**src/rtl/pi_sched.sv**
```systemverilog
`default_nettype none
// ============================================================================
// Module   : pi_sched
// Purpose  : KS10 priority-interrupt scheduler; arbitrates seven levels and
//            hands one at a time to the microcode via a req/ack handshake.
// Revision : 1.0 - initial release
// ============================================================================
module pi_sched (
  input  logic        clk,
  input  logic        rst,
  input  logic        clken,
  input  logic [0:35] dp,
  input  logic        piLOAD,
  input  logic [1:7]  aprINTR,
  input  logic [1:7]  uba0INTR,
  input  logic [1:7]  uba1INTR,
  input  logic        piACK,
  input  logic        piDISMISS,
  output logic        piREQ,
  output logic [0:2]  piLEVEL,
  output logic [0:35] piSTATUS
);

  typedef enum logic [1:0] {
    IDLE   = 2'd0,
    REQ    = 2'd1,
    SETTLE = 2'd2
  } state_t;

  state_t     r_state;
  logic       r_on;
  logic [1:7] r_en;
  logic [1:7] r_prog;
  logic [1:7] r_act;
  logic [0:2] r_lvl;
  logic       r_req;

  logic       w_clrAll;
  logic       w_abort;
  logic [1:7] w_sel;
  logic [1:7] w_ext;
  logic       w_on;
  logic [1:7] w_en;
  logic [1:7] w_prog;
  logic [1:7] w_dis;
  logic [1:7] w_ack;
  logic       w_masked;
  logic [0:2] w_win;
  logic       w_unused;

  assign w_clrAll = piLOAD & dp[22];
  assign w_sel    = dp[29:35];
  assign w_ext    = aprINTR | uba0INTR | uba1INTR;
  // A pending request is withdrawn whenever the system ends this cycle off.
  assign w_abort  = w_clrAll | ~w_on;
  assign w_unused = ^dp[0:21];

  // Control-word bits take effect in ascending dp order.
  always_comb begin
    w_on   = r_on;
    w_en   = r_en;
    w_prog = r_prog;
    if (piLOAD) begin
      if (dp[22]) begin
        w_on   = 1'b0;
        w_en   = '0;
        w_prog = '0;
      end
      if (dp[23]) w_prog = w_prog & ~w_sel;
      if (dp[24]) w_prog = w_prog | w_sel;
      if (dp[25]) w_en   = w_en | w_sel;
      if (dp[26]) w_en   = w_en & ~w_sel;
      if (dp[27]) w_on   = 1'b0;
      if (dp[28]) w_on   = 1'b1;
    end
  end

  // Dismiss works on the pre-ack image; the ack bit is OR-ed in afterwards.
  always_comb begin
    w_dis = '0;
    w_ack = '0;
    if (piDISMISS) begin
      for (int n = 7; n >= 1; n--) begin
        if (r_act[n]) begin
          w_dis    = '0;
          w_dis[n] = 1'b1;
        end
      end
    end
    if (r_state == REQ && piACK && !w_abort) begin
      for (int n = 1; n <= 7; n++) begin
        if (r_lvl == 3'(n)) w_ack[n] = 1'b1;
      end
    end
  end

  always_comb begin
    w_masked = 1'b0;
    w_win    = '0;
    for (int n = 1; n <= 7; n++) begin
      w_masked = w_masked | r_act[n];
      if (w_win == 3'd0 && !w_masked && r_on && ((r_en[n] && w_ext[n]) || r_prog[n]))
        w_win = 3'(n);
    end
  end

  always_ff @(posedge clk or posedge rst) begin
    if (rst) begin
      r_state <= IDLE;
      r_on    <= 1'b0;
      r_en    <= '0;
      r_prog  <= '0;
      r_act   <= '0;
      r_lvl   <= '0;
      r_req   <= 1'b0;
    end else if (clken) begin
      r_on   <= w_on;
      r_en   <= w_en;
      r_prog <= w_prog;
      r_act  <= w_clrAll ? 7'b0 : ((r_act & ~w_dis) | w_ack);
      case (r_state)
        IDLE: begin
          if (w_win != 3'd0 && !w_clrAll) begin
            r_state <= REQ;
            r_req   <= 1'b1;
            r_lvl   <= w_win;
          end
        end
        REQ: begin
          if (w_abort) begin
            r_state <= IDLE;
            r_req   <= 1'b0;
            r_lvl   <= '0;
          end else if (piACK) begin
            r_state <= SETTLE;
            r_req   <= 1'b0;
            r_lvl   <= '0;
          end
        end
        SETTLE:  r_state <= IDLE;
        default: r_state <= IDLE;
      endcase
    end
  end

  assign piREQ   = r_req;
  assign piLEVEL = r_lvl;

  always_comb begin
    piSTATUS        = '0;
    piSTATUS[11:17] = r_prog;
    piSTATUS[21:27] = r_act;
    piSTATUS[28]    = r_on;
    piSTATUS[29:35] = r_en;
  end

endmodule
`default_nettype wire

```
**config.mk**
```make
export PLATFORM = sky130hd
export DESIGN_NAME = pi_sched
export DESIGN_NICKNAME = d
export VERILOG_FILES = /design/src/rtl/pi_sched.sv
export SDC_FILE = /design/constraint.sdc
export NUM_CORES = 1
export LEC_CHECK = 0
export BUFFER_PORTS_ARGS = -buffer_cell sky130_fd_sc_hd__buf_2
export CAP_MARGIN = 40
export CORE_MARGIN = 4
export CORE_UTILIZATION = 39
export CTS_CLUSTER_DIAMETER = 120
export DETAILED_ROUTE_END_ITERATION = 16
export PLACE_DENSITY_LB_ADDON = 0.1
export SLEW_MARGIN = 25
export SYNTH_ARGS = -nofsm -noshare
export SYNTH_HDL_FRONTEND = slang
export SYNTH_SLANG_ARGS = --single-unit
export TNS_END_PERCENT = 30
```
**constraint.sdc**
```tcl
create_clock -name clk -period 2 [get_ports clk]
set_clock_uncertainty 0.2 [all_clocks]
set_input_delay 0.3 -clock clk [delete_from_list [all_inputs] [get_ports clk]]
set_output_delay 0.3 -clock clk [all_outputs]
set_load 0.005 [all_outputs]
```
==> flow_metrics.tcl <==
set metrics [dict create \
    outcome "finished clean" \
    grtUsageTotal_pct 18.0 \
    clockBufferDepth 2 \
    clock_latency_ns 0.27 \
    totalWireLength_um 4870 \
    antenna_found_initial 0 \
    drv_cap 0 \
    pin_count 103 \
    routabilityCongestion 0.721 \
    multiInputGateArea_mm2 0.00102 \
    avgViaCountPerCell 5.22 \
    drc 0 \
    slew_viol_final 0 \
    nFillCells 416 \
    antenna_cells 0 \
    cts-root-buf "clkbuf_8" \
    synth_edf_count 0 \
    yosysWarnings 0 \
    whs_ns 0.0675 \
    min_path_type "in2reg" \
    nets 355 \
    hold_viol 0 \
    min_period_ns 1.96 \
    ir_worst_vdd_uv 537 \
    cp_max_fo 3 \
    rsz0062_at_grt "yes" \
    netlist_instances 202 \
    grt_max_degree 29 \
    h-tree-depth 1 \
    ff_latch_area_um2 704 \
    setup_viol 0 \
    grt_pass1_wl_um 7860 \
    ant_nets 0 \
    startpoint_type "flip-flop" \
    numCtsBuffers 3 \
    vias 1784 \
    drtIter0Drc 59 \
    min_to "r_prog[6]" \
    port_buffers 66 \
    grt_pass1_vias 1740 \
    r2r_cells 5 \
    synthArstFlopShare_pct 100 \
    synth_area_per_cell_um2 8.63 \
    timing.final.crit_share_pct 98.2 \
    grt-ovfl-total 0 \
    areaGrowthSynthToFinish_pct 37.2 \
    final_layout_size_suffix_gt1_share_pct 40.0 \
    p_leak_uw 0.00124 \
    syn_area_mm2 0.00174 \
    core_area_mm2 0.00435 \
    timing.rr.start "r_prog[2]" \
    ys_seq_area_share_pct 40.2 \
    final_common_cell "buf_2" \
    setup_tns_ns 0 \
    r2r-end "piLEVEL[2]" \
    hp-start "dp[34]" \
    start_util_pct 40.1 \
    dr.pass1.iters 4 \
    cts_num_sinks 28 \
    cts_tree "yes" \
    die_w_um 74.9 \
    power_density_mw_per_mm2 736 \
    die_area_mm2 0.00561 \
    ff2ff_setup_slack_ns 0.04 \
    detailed_place_hpwl_um 3900 \
    synth_ff_type "dfrtp_1" \
    critPathArrivalTime_ns 1.93 \
    ys_seq_elements 28 \
    dieHeight_um 74.9 \
    wire_per_inst_um 14.2 \
    rows 24 \
    cp-end-kind "flip-flop" \
    hold_depth 3 \
    layout_common_cells "buf_2 (66), nand2_1 (39), buf_4 (26), o21ai_0 (25), dfrtp_1 (25)" \
    worstPathRequired_ns 1.96 \
    clock.fmax_mhz 509 \
    crit_type "reg2reg" \
    ys_types 42 \
    cts.reportedPaths.clkPinSlew_ns 0.09 \
]
==> synth_stat cells (2+ instances only) <==
| cell type | number | area share, % |
|---|---|---|
| o41ai_1 | 3 | 1.5 |
| or4_1 | 2 | 0.86 |
| a22o_1 | 4 | 2.0 |
| nor3_1 | 2 | 0.57 |
| nand2_1 | 39 | 8.4 |
| inv_1 | 7 | 1.5 |
| mux2_4 | 3 | 2.6 |
| buf_4 | 15 | 6.5 |
| and3_1 | 2 | 0.72 |
| o211ai_1 | 2 | 0.86 |
| o21ai_0 | 26 | 7.5 |
| a21oi_1 | 14 | 4.0 |
| nor2_1 | 7 | 1.5 |
| a32o_1 | 2 | 1.1 |
| clkbuf_1 | 5 | 1.1 |
| a31oi_1 | 2 | 0.72 |
| nor4_1 | 5 | 1.8 |
| nor2b_1 | 7 | 2.5 |
| o31a_1 | 4 | 2.0 |
| nor3b_1 | 2 | 0.86 |
| dfrtp_1 | 28 | 40 |
==> critical path: stages, from the launching register on <==
cell and delay, ns:
dfrtp_1 0.45, nor4_4 0.33, or4_4 0.20, nand3_4 0.07, o31a_4 0.31, mux2_4 0.30
==> registers in the layout (all words and copies together) (netlist names) <==
| register | count |
|---|---|
| piLEVEL | 3 |
| piREQ | 1 |
| r_act | 7 |
| r_en | 7 |
| r_on | 1 |
| r_prog | 7 |
| r_state | 2 |
==> worst max-delay path by stage <==
stage | depth (start not counted) | startpoint | end | slack [ns]
finish | 5 | r_prog[2] | piLEVEL[2] | 0.04
floorplan | 5 | uba0INTR[5] | piLEVEL[0] | -0.006
global placement | 6 | uba0INTR[5] | piLEVEL[0] | -0.19
detailed placement | 6 | uba0INTR[5] | piLEVEL[2] | -0.20
global route | 5 | r_prog[7] | piLEVEL[1] | -0.02
CTS | 5 | r_act[2] | piLEVEL[1] | 0.005
==> through the flow <==
stage / utilization [%] / setup slack, ns / power, uW / cell area, um^2 / std cells
3_3_place_gp: 52.5 / -0.189 / 1430 / 2290 / 338
2_1_floorplan: - / -0.00598 / 1150 / 1830 / 215
3_5_place_dp: 52.5 / -0.202 / 1440 / 2290 / 338
4_1_cts: 54.6 / 0.00490 / 1770 / 2380 / 342
6_report: 54.9 / 0.0363 / 1760 / 2390 / 342
5_1_grt: 54.9 / -0.0186 / 1890 / 2390 / 342
==> report_power, final <==
group / internal [uW] / leakage [uW] / switching, uW / total (uW)
clock: 135 / 0.0000216 / 170 / 305
combinational: 368 / 0.000852 / 320 / 688
sequential: 655 / 0.000363 / 111 / 766
total: 1160 / 0.00124 / 601 / 1760
==> layer usage <==
| layer | vias to the layer above | GRT usage [%] | wire length, um |
|---|---|---|---|
| li1 | 879 | - | - |
| met1 | 832 | 23.7 | 2150 |
| met2 | 69 | 30.6 | 2380 |
| met5 | - | 0 | 0 |
| met4 | 0 | 4.15 | 34 |
| met3 | 4 | 3.74 | 315 |
==> area by class of cell <==
type                            count  area share, %
Tap cell                           52           2.72
Timing Repair Buffer               93           22.4
Clock buffer                        3           1.73
Multi-Input combinational cell    159           42.6
Inverter                            7           1.10
Sequential cell                    28           29.4
==> kinds of logic after synthesis <==
kind of cell	count (synthesis)	synth area share (%)
AO/OA/AOI/OAI	70	27.3
buffers and inverters	28	9.25
flip-flops	28	40.2
multiplexers	3	2.58
other	1	0.215
AND/OR/NAND/NOR	72	20.4
==> timing repair <==
| action | 4_1_cts | 5_1_grt |
|---|---|---|
| hold buffers | 1 | 0 |
| resized for setup | 7 | 5 |
| pin swaps | 1 | 3 |
| setup buffers | 0 | 0 |
| setup endpoints to repair | 3 | 3 |
| endpoints found under the hold margin | 28 | 0 |
Power figures use the tool's default switching activity.
